### src/rtl/note_player.sv
// note_player: square-wave tone generator for one note command at a time.
// A command (pitch, octave, duration in ms) is accepted in IDLE, played for
// dur*tpm cycles, then followed by a silent GAP_MS*tpm-cycle articulation gap.
// The tick rate (tpm) is latched at accept, so later changes to
// ticks_per_milli only affect the next note.
module note_player #(
   parameter int GAP_MS = 10,
   parameter int DUR_W  = 12
) (
   input  logic             clk,
   input  logic             rst,
   input  logic [15:0]      ticks_per_milli,
   input  logic             note_valid,
   output logic             note_ready,
   input  logic [3:0]       note_pitch,
   input  logic [2:0]       note_octave,
   input  logic [DUR_W-1:0] note_dur_ms,
   input  logic             stop,
   output logic             sound,
   output logic             busy,
   output logic             note_done,
   output logic [3:0]       cur_pitch
);

   // The ms counter serves both PLAY (up to dur-1) and GAP (up to GAP_MS-1).
   localparam int GAP_W = (GAP_MS > 1) ? $clog2(GAP_MS) : 1;
   localparam int MS_W  = (DUR_W > GAP_W) ? DUR_W : GAP_W;
   localparam logic [MS_W-1:0] GAP_LAST = MS_W'((GAP_MS > 0) ? GAP_MS - 1 : 0);

   typedef enum logic [1:0] {
      IDLE = 2'd0,
      PLAY = 2'd1,
      GAP  = 2'd2
   } state_t;

   state_t state, state_next;

   // Command fields captured at accept
   logic [3:0]       pitch_q;
   logic [2:0]       octave_q;
   logic [DUR_W-1:0] dur_q;
   logic [15:0]      tpm_q;

   // Timing counters
   logic [15:0]      tick_cnt;
   logic [MS_W-1:0]  ms_cnt;
   logic [11:0]      half_cnt;
   logic             sound_q;

   // Derived control
   logic             accept;
   logic             leave;
   logic             tick_last;
   logic             play_last;
   logic             gap_last;
   logic             is_rest;
   logic [MS_W-1:0]  dur_last;
   logic [11:0]      half_base;
   logic [11:0]      half_shift;
   logic [11:0]      half;

   // Octave-0 half periods at 100 kHz, C..B; rests map to 0.
   // NOTE: this is a constant case table that synthesizes to logic, not a
   // memory, so there is no storage to reset or initialise.
   function automatic logic [11:0] octave0_half(input logic [3:0] p);
      logic [11:0] v;
      case (p)
         4'd1:    v = 12'd3058;
         4'd2:    v = 12'd2886;
         4'd3:    v = 12'd2724;
         4'd4:    v = 12'd2571;
         4'd5:    v = 12'd2427;
         4'd6:    v = 12'd2290;
         4'd7:    v = 12'd2162;
         4'd8:    v = 12'd2041;
         4'd9:    v = 12'd1926;
         4'd10:   v = 12'd1818;
         4'd11:   v = 12'd1716;
         4'd12:   v = 12'd1620;
         default: v = 12'd0;
      endcase
      return v;
   endfunction

   // Half period from the latched pitch/octave; never allowed to reach 0.
   assign half_base  = octave0_half(pitch_q);
   assign half_shift = half_base >> octave_q;
   assign half       = (half_shift == 12'd0) ? 12'd1 : half_shift;

   assign is_rest   = (pitch_q == 4'd0) || (pitch_q > 4'd12);
   assign accept    = note_valid && (state == IDLE) && !stop;
   assign dur_last  = MS_W'(dur_q) - MS_W'(1);
   assign tick_last = (tick_cnt == tpm_q - 16'd1);
   assign play_last = (ms_cnt == dur_last) && tick_last;
   assign gap_last  = (GAP_MS == 0) || ((ms_cnt == GAP_LAST) && tick_last);
   assign leave     = (state != IDLE) && (state_next != state);

   // State register
   // NOTE: clocked state uses non-blocking assignments so every register
   // samples the pre-edge values regardless of block ordering.
   always_ff @(posedge clk or posedge rst) begin
      if (rst) begin
         state <= IDLE;
      end else begin
         state <= state_next;
      end
   end

   // Next-state logic: accept, note end, gap end and abort
   // NOTE: state_next gets a default before the case so no path leaves it
   // unassigned, which would otherwise infer a latch.
   always_comb begin
      state_next = state;
      case (state)
         IDLE: begin
            if (accept) begin
               state_next = (note_dur_ms == '0) ? GAP : PLAY;
            end
         end
         PLAY: begin
            if (stop) begin
               state_next = IDLE;
            end else if (play_last) begin
               state_next = GAP;
            end
         end
         GAP: begin
            if (stop) begin
               state_next = IDLE;
            end else if (gap_last) begin
               state_next = IDLE;
            end
         end
         default: state_next = IDLE;
      endcase
   end

   // Output decode from state and registered tone
   always_comb begin
      note_ready = 1'b0;
      busy       = 1'b0;
      note_done  = 1'b0;
      cur_pitch  = 4'd0;
      sound      = 1'b0;
      case (state)
         IDLE: begin
            note_ready = 1'b1;
         end
         PLAY: begin
            busy  = 1'b1;
            sound = sound_q;
            if (!is_rest) begin
               cur_pitch = pitch_q;
            end
         end
         GAP: begin
            busy      = 1'b1;
            note_done = gap_last && !stop;
         end
         default: begin
            busy = 1'b1;
         end
      endcase
   end

   // Capture command fields at accept; tpm of 0 is treated as 1
   always_ff @(posedge clk or posedge rst) begin
      if (rst) begin
         pitch_q  <= 4'd0;
         octave_q <= 3'd0;
         dur_q    <= '0;
         tpm_q    <= 16'd1;
      end else if (accept) begin
         pitch_q  <= note_pitch;
         octave_q <= note_octave;
         dur_q    <= note_dur_ms;
         tpm_q    <= (ticks_per_milli == 16'd0) ? 16'd1 : ticks_per_milli;
      end
   end

   // Millisecond timebase shared by PLAY and GAP; cleared on every transition
   always_ff @(posedge clk or posedge rst) begin
      if (rst) begin
         tick_cnt <= 16'd0;
         ms_cnt   <= '0;
      end else if (accept || leave) begin
         tick_cnt <= 16'd0;
         ms_cnt   <= '0;
      end else if (state != IDLE) begin
         if (tick_last) begin
            tick_cnt <= 16'd0;
            ms_cnt   <= ms_cnt + MS_W'(1);
         end else begin
            tick_cnt <= tick_cnt + 16'd1;
         end
      end
   end

   // Square-wave generator: starts low, toggles after every half period
   always_ff @(posedge clk or posedge rst) begin
      if (rst) begin
         half_cnt <= 12'd0;
         sound_q  <= 1'b0;
      end else if (accept || leave) begin
         half_cnt <= 12'd0;
         sound_q  <= 1'b0;
      end else if ((state == PLAY) && !is_rest) begin
         if (half_cnt == half - 12'd1) begin
            half_cnt <= 12'd0;
            sound_q  <= ~sound_q;
         end else begin
            half_cnt <= half_cnt + 12'd1;
         end
      end
   end

endmodule

### config.mk
export PLATFORM = sky130hd
export DESIGN_NAME = note_player
export DESIGN_NICKNAME = d
export VERILOG_FILES = /design/src/rtl/note_player.sv
export SDC_FILE = /design/constraint.sdc
export NUM_CORES = 1
export LEC_CHECK = 0
export ABC_AREA = 1
export CORE_AREA = 8 8 133 135
export CTS_BUF_LIST = sky130_fd_sc_hd__clkbuf_4 sky130_fd_sc_hd__clkbuf_8
export CTS_CLUSTER_SIZE = 20
export DETAILED_ROUTE_END_ITERATION = 8
export DIE_AREA = 0 0 141 143
export PLACE_DENSITY_LB_ADDON = 0.1
export SYNTH_ARGS = -nofsm -noshare
export SYNTH_HDL_FRONTEND = slang
export SYNTH_SLANG_ARGS = --single-unit
### constraint.sdc
create_clock -name clk -period 4.42 [get_ports clk]
set_input_delay 0.663 -clock clk [delete_from_list [all_inputs] [get_ports clk]]
set_output_delay 0.663 -clock clk [all_outputs]
set_load 0.01 [all_outputs]
==> flow_metrics.py <==
metrics = {
    "power_and_ir_drop": {
        "max-vdd-ir-drop_uv": 219,
        "combPwrFrac_pct": 61.5,
        "powerDensity_nw_per_um2": 697,
        "clock_power_share_pct": 12.9,
        "internal_power_uw": 2360,
        "power_switching_uw": 2510,
        "leakagePower_uw": 0.00324,
        "power.share.switching_pct": 51.5,
        "power_frac_seq_pct": 25.6,
    },
    "setup_path": {
        "crit_path_end_kind": "flop",
        "crit_arrival_ns": 4.16,
        "path_depth": 26,
        "critPathSlowestCell": "dfrtp_2",
        "cp_max_fo": 8,
        "critPathLaunchType": "flop",
        "crit_family": "simple AND/OR/NAND/NOR gates",
        "reg2regPathDepth": 26,
        "critical-path-max-stage-delay_ns": 0.45,
        "worstSetupPathType": "reg -> reg",
        "worst-path-buf-inv": 3,
        "cp.required_ns": 4.69,
    },
    "layout": {
        "nFillCells": 1628,
        "multi_input_area_um2": 3610,
        "drive_gt1_share_pct": 7.42,
        "ff_latch_area_um2": 1950,
        "postLayoutCellArea_um2": 6970,
        "fin_nets": 991,
        "fin_cells": 1159,
        "syn_to_final_growth_pct": 14.6,
        "diodes": 0,
    },
    "grt": {
        "grt_pass1_vias": 5581,
        "grt_max_degree": 66,
        "grt-ovfl-total": 0,
        "track_usage_pct": 17.0,
        "antenna_found_initial": 0,
        "grt_pass1_wl_mm": 27.8,
    },
    "detailed_routing": {
        "drt_iter0_drc": 398,
        "vias": 5790,
        "dr_wl_met3_um": 785,
        "wl_met1_mm": 7.79,
        "drc": 0,
        "wl_met2_mm": 7.04,
        "first_pass_iters": 5,
        "ant_nets": 0,
        "wirelength_mm": 15.9,
        "wl_per_cell_um": 13.7,
        "top_layer_used": "met4",
        "routed_via_density": 5.00,
    },
    "floorplan": {
        "die_area_um2": 20200,
        "core_area_um2": 15600,
        "dieWidth_um": 141,
        "rows": 46,
        "start_util_pct": 39.0,
        "ios": 47,
        "fp.dieH_um": 143,
    },
    "synth": {
        "synth_enable_flop_cells": 0,
        "synth_top_area_share_pct": 31.7,
        "synth.ff_latch_count": 78,
        "ys_top_cells_by_area": "dfrtp_1 (32%), nand2_1 (16%), nand3_1 (8.6%), xor2_1 (6.3%), inv_1 (5.8%)",
        "synth_commonest_cells": "nand2_1 (265), nand3_1 (104), inv_1 (94)",
        "syn-num-nets": 950,
        "yosysUniqueCellTypes": 48,
        "synth.most_common_cell": "nand2_1",
        "synth_warnings": 0,
        "synth_largest_area_cell": "dfrtp_1",
        "async_reset_ff_share_pct": 100,
        "synth_area_um2": 6080,
        "synth_ff_type": "dfrtp_1",
        "postSynthAreaPerCell_um2": 6.78,
        "ys_seq_area_share_pct": 32.1,
        "synth_cells": 897,
    },
    "min_path": {
        "hp-class": "in -> async",
    },
    "timing": {
        "max_slew_margin_pct": 44.2,
        "finalSetupTns_ns": 0,
        "setup_violations": 0,
        "fmax_mhz": 257,
        "fin_crit_sh_pct": 87.9,
        "worst_pin_slew_ns": 0.836,
        "drv_slew": 0,
        "grt_setup_unrepaired": "no",
        "fin_crit_ns": 3.89,
        "clock_skew_ns": 0.0184,
        "whs_ns": 0.516,
        "hold_viol_final": 0,
    },
    "clock_network": {
        "cts_made_buffers": 9,
        "cts_hold_buf": 0,
        "cts_buffer_depth": 2,
        "cts_sinks": 78,
        "cts.clk_slew.worst_paths_ns": 0.10,
        "cts_root_buf": "clkbuf_8",
        "htree_levels": 3,
        "clock_latency_ns": 0.38,
        "cts_tree": "done",
    },
    "placed_design": {
        "dpl.hpwl_mm": 12.3,
        "place.gp.congestion": 0.896,
        "port_buffers": 46,
        "placed_cells": 1139,
        "placed_area_um2": 6700,
    },
    "status": {
        "outcome": "finished, final reports clean",
    },
    "job": {
        "cap_viol_max_count": 0,
    },
}
[placed cells by master, fill, tap and decap left out, drive strengths merged, types with 2 or more instances in the layout]
cell type,count
or2,5
a21oi,13
clkbuf,12
o21ai,47
clkinv,4
xnor2,14
inv,100
nand3,109
o31ai,4
nor2,87
bufinv,2
xnor3,2
nor4,16
xor2,44
nand4,26
nand2,274
and2,2
clkdlybuf4s50,45
buf,7
nor3,24
nor3b,3
dfrtp,77
o211ai,2
ha,14
[routing by layer]
metal	GRT usage (%)	up-vias
met5	0	-
met4	5.83	0
met3	3.21	23
met2	27.0	148
met1	22.7	2618
li1	-	3001
[state kept, by name (all words and copies together), names as in the netlist]
name and count:
dur_q 12, half_cnt 12, ms_cnt 12, octave_q 3, pitch_q 4, sound_q 1
state 2, tick_cnt 16, tpm_q 16
[through the flow]
stage	utilization [%]	power, uW	worst slack, ns
after global routing	44.7	5420	0.0209
after detailed placement	43.0	4200	0.421
final	44.7	4860	0.534
after global placement	43.0	4210	0.471
after CTS	44.4	4850	0.0569
after floorplan	-	3570	1.01
[worst register-to-register path: cells and delay by family, from the launching register on]
| kind | cells | cell delay (ns) |
|---|---|---|
| AOI/OAI and AO/OA | 1 | 0.18 |
| xor gates and xnor gates | 2 | 0.34 |
| adders and majority gates | 2 | 0.53 |
| buffers and inverters | 3 | 0.30 |
| DFF | 1 | 0.45 |
| and+or+nand+nor | 18 | 1.97 |
[repair_timing]
item                                    in CTS  in global routing
hold endpoints to repair                     0                  0
endpoints found under the setup margin       0                  8
gates resized for setup                      0                  9
buffers inserted                             0                  4
[cell type report]
cell class | count | area share, %
sequential | 78 | 28.0
inverter | 103 | 5.69
multi-input combinational | 693 | 51.8
clock inverter | 4 | 1.06
timing repair buffer | 53 | 7.39
tap | 216 | 3.88
clock buffer | 12 | 2.10
[kinds of logic after synthesis]
family                   after synthesis  synth area share, %
adder cells (fa/ha/maj)               14                 2.88
AND/OR/NAND/NOR                      548                 40.6
flip-flops                            78                 32.1
AO/OA/AOI/OAI                         71                 6.60
XOR/XNOR                              60                 9.09
buffers and inverters                126                 8.72
[worst paths after layout]
kind / to / slack (ns) / from
setup / recovery: sound_q / 0.53 / pitch_q[0]
hold / removal: pitch_q[2] / 0.52 / rst
setup reg to reg: sound_q / 0.53 / pitch_q[0]
hold reg to reg: dur_q[11] / 0.52 / dur_q[11]
max in group asynchronous: ms_cnt[6] / 2.77 / rst
min in group clk: dur_q[11] / 0.52 / dur_q[11]
[power by group through the flow]
| stage | Clock, uW | Sequential, uW | Combinational, uW |
|---|---|---|---|
| 2_1_floorplan | 0 | 1120 | 2450 |
| 3_3_place_gp | 0 | 1250 | 2970 |
| 3_5_place_dp | 0 | 1250 | 2950 |
| 4_1_cts | 649 | 1230 | 2970 |
| 5_1_grt | 678 | 1290 | 3460 |
| 6_report | 627 | 1240 | 2990 |
Note: power is estimated with default switching activity, not from simulation.
